### config.mk
export PLATFORM = sky130hd
export DESIGN_NAME = time_set_ctrl
export DESIGN_NICKNAME = d
export VERILOG_FILES = /design/src/rtl/time_set_ctrl.sv
export SDC_FILE = /design/constraint.sdc
export NUM_CORES = 1
export LEC_CHECK = 0
export CORE_MARGIN = 4
export CORE_UTILIZATION = 34
export DETAILED_ROUTE_END_ITERATION = 8
export HOLD_SLACK_MARGIN = 0.05
export PLACE_DENSITY = 0.63
export SLEW_MARGIN = 10
export SYNTH_ARGS = -nofsm -noshare
export SYNTH_HDL_FRONTEND = slang
export SYNTH_SLANG_ARGS = --single-unit
### constraint.sdc
create_clock -name clk -period 3 [get_ports clk]
set_clock_uncertainty 0.2 [all_clocks]
set_input_delay 0.6 -clock clk [delete_from_list [all_inputs] [get_ports clk]]
set_output_delay 0.6 -clock clk [all_outputs]
set_load 0.05 [all_outputs]
### src/rtl/time_set_ctrl.sv
// Front-panel time-setting controller: captures the live time, edits hour/min/sec, then loads all three at once.
// Latency: outputs are registered from the current state, so they show a state one cycle after it is entered.
// Backpressure: none; button pulses are single-cycle and always consumed.
module time_set_ctrl #(
    parameter int TIMEOUT   = 30000000,
    parameter int BLINK_DIV = 12500000
) (
    input  logic       clk,
    input  logic       clear,
    input  logic       btn_mode,
    input  logic       btn_inc,
    input  logic [4:0] cur_hour,
    input  logic [5:0] cur_min,
    input  logic [5:0] cur_sec,
    output logic       run_en,
    output logic       hour_load,
    output logic [4:0] hour_data,
    output logic       min_load,
    output logic [5:0] min_data,
    output logic       sec_load,
    output logic [5:0] sec_data,
    output logic [1:0] edit_field,
    output logic       blink
);

    typedef enum logic [2:0] {
        S_RUN,
        S_EDIT_HOUR,
        S_EDIT_MIN,
        S_EDIT_SEC,
        S_COMMIT
    } state_t;

    localparam logic [31:0] TMO_LAST   = 32'(TIMEOUT - 1);
    localparam logic [31:0] BLINK_LAST = 32'(BLINK_DIV - 1);

    state_t      state_q, state_d;
    logic [4:0]  hour_q, hour_d;
    logic [5:0]  min_q, min_d;
    logic [5:0]  sec_q, sec_d;
    logic [31:0] tmo_cnt_q, tmo_cnt_d;
    logic [31:0] blink_cnt_q, blink_cnt_d;
    logic        blink_tog_q, blink_tog_d;

    logic        run_en_q, run_en_d;
    logic        load_q, load_d;
    logic [4:0]  hour_data_q, hour_data_d;
    logic [5:0]  min_data_q, min_data_d;
    logic [5:0]  sec_data_q, sec_data_d;
    logic [1:0]  edit_field_q, edit_field_d;
    logic        blink_q, blink_d;

    logic        in_edit;
    logic        next_edit;
    logic        tmo_expired;

    always_comb begin
        state_d     = state_q;
        hour_d      = hour_q;
        min_d       = min_q;
        sec_d       = sec_q;
        tmo_cnt_d   = '0;
        blink_cnt_d = '0;
        blink_tog_d = 1'b0;

        in_edit     = (state_q == S_EDIT_HOUR) || (state_q == S_EDIT_MIN) ||
                      (state_q == S_EDIT_SEC);
        tmo_expired = (TIMEOUT != 0) && (tmo_cnt_q == TMO_LAST);

        // Button pulses take priority over expiry; mode beats inc.
        case (state_q)
            S_RUN: begin
                if (btn_mode) begin
                    hour_d  = cur_hour;
                    min_d   = cur_min;
                    sec_d   = cur_sec;
                    state_d = S_EDIT_HOUR;
                end
            end
            S_EDIT_HOUR: begin
                if (btn_mode)       state_d = S_EDIT_MIN;
                else if (btn_inc)   hour_d  = (hour_q >= 5'd23) ? 5'd0 : hour_q + 5'd1;
                else if (tmo_expired) state_d = S_RUN;
            end
            S_EDIT_MIN: begin
                if (btn_mode)       state_d = S_EDIT_SEC;
                else if (btn_inc)   min_d   = (min_q >= 6'd59) ? 6'd0 : min_q + 6'd1;
                else if (tmo_expired) state_d = S_RUN;
            end
            S_EDIT_SEC: begin
                if (btn_mode)       state_d = S_COMMIT;
                else if (btn_inc)   sec_d   = (sec_q >= 6'd59) ? 6'd0 : sec_q + 6'd1;
                else if (tmo_expired) state_d = S_RUN;
            end
            S_COMMIT: state_d = S_RUN;
            default:  state_d = S_RUN;
        endcase

        if (in_edit && !btn_mode && !btn_inc && (state_d == state_q))
            tmo_cnt_d = tmo_cnt_q + 32'd1;

        // Blink phase runs across field changes and restarts only from RUN.
        next_edit = (state_d == S_EDIT_HOUR) || (state_d == S_EDIT_MIN) ||
                    (state_d == S_EDIT_SEC);
        if (in_edit && next_edit) begin
            if (blink_cnt_q == BLINK_LAST) begin
                blink_cnt_d = '0;
                blink_tog_d = ~blink_tog_q;
            end else begin
                blink_cnt_d = blink_cnt_q + 32'd1;
                blink_tog_d = blink_tog_q;
            end
        end

        run_en_d     = (state_q == S_RUN);
        load_d       = (state_q == S_COMMIT);
        blink_d      = in_edit && blink_tog_q;
        hour_data_d  = hour_data_q;
        min_data_d   = min_data_q;
        sec_data_d   = sec_data_q;
        if (state_q != S_RUN) begin
            hour_data_d = hour_q;
            min_data_d  = min_q;
            sec_data_d  = sec_q;
        end
        case (state_q)
            S_EDIT_HOUR: edit_field_d = 2'd1;
            S_EDIT_MIN:  edit_field_d = 2'd2;
            S_EDIT_SEC:  edit_field_d = 2'd3;
            default:     edit_field_d = 2'd0;
        endcase
    end

    always_ff @(posedge clk or negedge clear) begin
        if (!clear) begin
            state_q      <= S_RUN;
            hour_q       <= '0;
            min_q        <= '0;
            sec_q        <= '0;
            tmo_cnt_q    <= '0;
            blink_cnt_q  <= '0;
            blink_tog_q  <= 1'b0;
            run_en_q     <= 1'b1;
            load_q       <= 1'b0;
            hour_data_q  <= '0;
            min_data_q   <= '0;
            sec_data_q   <= '0;
            edit_field_q <= '0;
            blink_q      <= 1'b0;
        end else begin
            state_q      <= state_d;
            hour_q       <= hour_d;
            min_q        <= min_d;
            sec_q        <= sec_d;
            tmo_cnt_q    <= tmo_cnt_d;
            blink_cnt_q  <= blink_cnt_d;
            blink_tog_q  <= blink_tog_d;
            run_en_q     <= run_en_d;
            load_q       <= load_d;
            hour_data_q  <= hour_data_d;
            min_data_q   <= min_data_d;
            sec_data_q   <= sec_data_d;
            edit_field_q <= edit_field_d;
            blink_q      <= blink_d;
        end
    end

    assign run_en     = run_en_q;
    assign hour_load  = load_q;
    assign min_load   = load_q;
    assign sec_load   = load_q;
    assign hour_data  = hour_data_q;
    assign min_data   = min_data_q;
    assign sec_data   = sec_data_q;
    assign edit_field = edit_field_q;
    assign blink      = blink_q;

endmodule

==> results.md <==
Run status:
- The flow ran to the end, and the final reports show no timing, DRC or antenna violations.

Clocking:
- The clock net in this run drives a total of 107 sinks.
- In this run the deepest clock path goes through 2 buffers.
- The H-tree generated during clock tree synthesis spans 3 levels.
- The clock transition at the register clock pins on the worst setup and hold paths after CTS is 70 ps.
- The number of cells upsized or downsized after cts is 0.
- Buffers added to address setup during post-CTS repair amount to 0.
- The clock insertion delay at the later pin of the skew report is between 300 and 400 ps.
- Clock tree synthesis inserted a total of 9 buffers.
- The CTS tree is yes.
- The post-cts hold buffer count is 0.
- CTS placed an instance of sky130_fd_sc_hd__clkbuf_16 at the clock tree root.

Global routing:
- The via count of the first global-routing pass was 3868.
- Summed over all layers, the global routing overflow is 0.
- Across every metal layer, demand over resource in global routing totals approximately 13%.
- The initial antenna violation count was 0.
- Entering global routing, the biggest net connects 69 pins.
- The wire length of the first global-routing pass is around 19000 um.

Synth:
- In the synthesized netlist the async set-or-reset flop fraction comes to between 90% and 100%.
- The synthesized design contains 107 register bits.
- The area fraction of the dominant cell type after synthesis is between 50 and 60%.
- The top cell type by total area after synthesis is sky130_fd_sc_hd__dfrtp_1.
- The warning count from the yosys run is 0.
- The dominant cell by count in the synthesized netlist is sky130_fd_sc_hd__dfrtp_1.
- The net count after synthesis is 556.
- The share of the Yosys chip area taken by registers is between 50% and 60%.
- By count the netlist is led by sky130_fd_sc_hd__dfrtp_1, sky130_fd_sc_hd__nor2_1, sky130_fd_sc_hd__xor2_1.
- The post-synthesis area per instance is about 10 um2.
- Synthesis produced 530 cells.
- Yosys mapped the design onto 53 distinct sky130hd cell types.
- The mapped netlist covers roughly 5300 um2.
- Yosys attributes the largest share of cell area to sky130_fd_sc_hd__dfrtp_1, sky130_fd_sc_hd__xor2_1, sky130_fd_sc_hd__nor2_1, sky130_fd_sc_hd__mux2_2, sky130_fd_sc_hd__xnor2_1.
- Counting flops with a built-in enable in the synthesized netlist gives 0.
- The dominant synthesized flop cell is sky130_fd_sc_hd__dfrtp_1.

Placement:
- The number of placed instances, taps included is approximately 750.
- The HPWL after detailed placement is 7570 um.
- The congestion estimate from routability-driven global placement came to just over 0.8.
- The quantity of I/O buffers inserted on ports is 44.
- The post-place setup slack is around 350 ps.

Routing:
- The detail route stage leaves a number of antenna-violating nets equal to 0.
- Using the TritonRoute via totals, the vias-per-cell ratio works out to ~5.
- The number of vias in the routed layout is a little under 4k.
- The final layout contains routed wiring with a total length of between 10000 and 15000 um.
- In the final routed layout, each cell accounts on average for ~14 um.
- The DRC violation total after the first TritonRoute iteration is 312.
- The number of search-and-repair iterations in the first detailed-routing pass is 4.
- For this run, design rule violations remaining after detail routing come to 0.

STA:
- The highest achievable clock rate is between 400 and 500 MHz.
- For the pin with the worst max-slew slack, the measured transition is roughly 830 ps.
- The final worst-path cycle share is 83.1%.
- Setup repair after global routing left no endpoint under its margin.
- Headroom to the max-slew limit came out at between 40% and 50%.
- The number of setup violations in the final report is 0.
- The clock period could shrink to ~2500 ps.
- The final-report hold violation count is 0.
- The max-slew violation count is 0.
- The worst path meets setup with approximately 500 ps of slack.
- Setup total negative slack on the finished layout was measured at 0 ps.

Floorplan:
- The die is roughly 130 um wide.
- The die covers approximately 18000 um2.
- After floorplanning, the core was sized to cover ~15000 um2.
- The effective utilization at floorplan is 34.7%.
- The floorplan has 45 rows.
- The die outline height is 133 um.
- During I/O placement, the number of pins put on the boundary was 45.

Power and ir drop:
- The internal power contribution is around 0.003 W.
- Summing internal, switching and leakage power gives between 0.004 and 0.005 W.
- The clock share of power is 25.5%.
- The switching power summed over all nets is roughly 0.0017 W.
- The static leakage power is 2.63 nW.
- The sequential share of power is between 40% and 50%.
- Combinational logic burns approximately a third of the power.
- Net switching is a little over a third of the power.
- The worst-case vdd ir drop is between 0.4 and 0.5 mV.
- In this run the power density over the cells is 767 nW/um2.

Cells and area:
- From synthesis to final layout, the design area changed by 18.6%.
- The layout net count is 600.
- For this run, the share of the core covered by cells in the final layout is between 40% and 50%.
- The finished layout holds ~770 standard cells, fillers aside.
- Cells with a size suffix above 1 make up 10.4% of the layout.
- The number of antenna diodes in the final layout is 0.

Setup path:
- The type of origin of the critical path is a flop.
- At the worst endpoint, the required time is between 3000 and 4000 ps.
- The largest fanout of any net on the critical path is 32.
- The kind of end point of the critical path is a flop.
- The type of the worst setup path is reg -> reg.
- At the worst endpoint, the arrival time is about 2500 ps.

Flow run:
- The number of maximum-capacitance constraint violations is 0.

Worst hold path:
- The class of the most critical hold timing path is in -> async.
## routing by layer
layer  wire (um)  up-vias  track usage (%)  share of wire [%]
li1            -     1945                -                  -
met1        5250     1901             17.9                 49
met2        4910       73             20.3                 46
met3         366       14             2.74                3.4
met4         115        0             3.29                1.1
met5           0        -                0                  0
## layout make-up
type / instances / area (um2)
fillers: 1409 / 8940
flip-flops and latches: 107 / 2680
multi-input cells: 395 / 2460
repair buffers: 54 / 538
clock buffers: 15 / 288
well taps: 188 / 235
clock inverters: 1 / 30.0
inverters: 7 / 26.3
## worst paths after layout
| kind | startpoint | to | cells after the start | slack [ps] |
|---|---|---|---|---|
| worst min register to register | blink_cnt_q[0] | blink_cnt_q[0] | 1 | 290 |
| min in group clk | blink_cnt_q[0] | blink_cnt_q[0] | 1 | 290 |
| max in group asynchronous | clear | run_en | 2 | 1810 |
| worst max-delay path | tmo_cnt_q[17] | blink_cnt_q[13] | 6 | 510 |
| worst max register to register | tmo_cnt_q[17] | blink_cnt_q[13] | 6 | 510 |
| worst min-delay path | clear | sec_data[3] | 1 | 30 |
## cells by family after synthesis
family	after synthesis	share of synthesized area [%]
AOI/OAI and AO/OA	64	7.04
xor gates and xnor gates	58	9.62
adders and majority gates	5	1.18
buffers and inverters	28	2.70
DFF	107	50.7
muxes	19	4.03
and+or+nand+nor	249	24.7
## stage by stage
step / area, um2 / hold WS [ps]
2_1_floorplan: 5280 / 104
3_3_place_gp: 5940 / 269
3_5_place_dp: 5940 / 287
4_1_cts: 6260 / 50.8
5_1_grt: 6260 / 75.8
6_report: 6260 / 31.0
## state kept, by name (all words and copies together), names as in the netlist
register and flops:
min_data 6, blink 1, edit_field 2, min_q 6
blink_cnt_q 32, state_q 3, blink_tog_q 1, hour_data 5
tmo_cnt_q 32, run_en 1, sec_data 6, hour_q 5
hour_load 1, sec_q 6
## cell usage in the layout (no fill, tap or decap), types with 3 or more instances in the layout
master                            count
sky130_fd_sc_hd__nor2_1              83
sky130_fd_sc_hd__and2_1               3
sky130_fd_sc_hd__and3_1              18
sky130_fd_sc_hd__nor4_1              11
sky130_fd_sc_hd__clkbuf_8             4
sky130_fd_sc_hd__ha_1                 5
sky130_fd_sc_hd__nand4_1             15
sky130_fd_sc_hd__dfrtp_1            106
sky130_fd_sc_hd__nor3_1               9
sky130_fd_sc_hd__xor2_1              37
sky130_fd_sc_hd__nor2b_1              3
sky130_fd_sc_hd__and3_2               3
sky130_fd_sc_hd__clkbuf_16            9
sky130_fd_sc_hd__mux2_2              18
sky130_fd_sc_hd__nor3b_1              5
sky130_fd_sc_hd__nand3_1             34
sky130_fd_sc_hd__nor4b_1              3
sky130_fd_sc_hd__clkdlybuf4s50_1     43
sky130_fd_sc_hd__nand3_2              3
sky130_fd_sc_hd__a21oi_1             18
sky130_fd_sc_hd__o21ai_0             30
sky130_fd_sc_hd__and4_1               6
sky130_fd_sc_hd__nand2_1             34
sky130_fd_sc_hd__xnor2_1             21
sky130_fd_sc_hd__inv_1                7
sky130_fd_sc_hd__buf_4                9
## power by group through the flow
stage | registers (W) | clock network (W) | logic, W
after global placement | 0.00198 | 0 | 0.00159
final | 0.00197 | 0.00123 | 0.00161
after global routing | 0.00203 | 0.00133 | 0.00175
after CTS | 0.00197 | 0.00126 | 0.00163
after detailed placement | 0.00200 | 0 | 0.00162
after floorplan | 0.00236 | 0 | 0.000760
## worst max-delay path: stages, from the launching register on
cell	delay (ps)
sky130_fd_sc_hd__dfrtp_1	440
sky130_fd_sc_hd__or4b_1	540
sky130_fd_sc_hd__nor4_1	290
sky130_fd_sc_hd__nand3_1	260
sky130_fd_sc_hd__o211ai_2	200
sky130_fd_sc_hd__buf_4	340
sky130_fd_sc_hd__nor2_1	100
No activity file was read; power rests on OpenSTA's default activity.
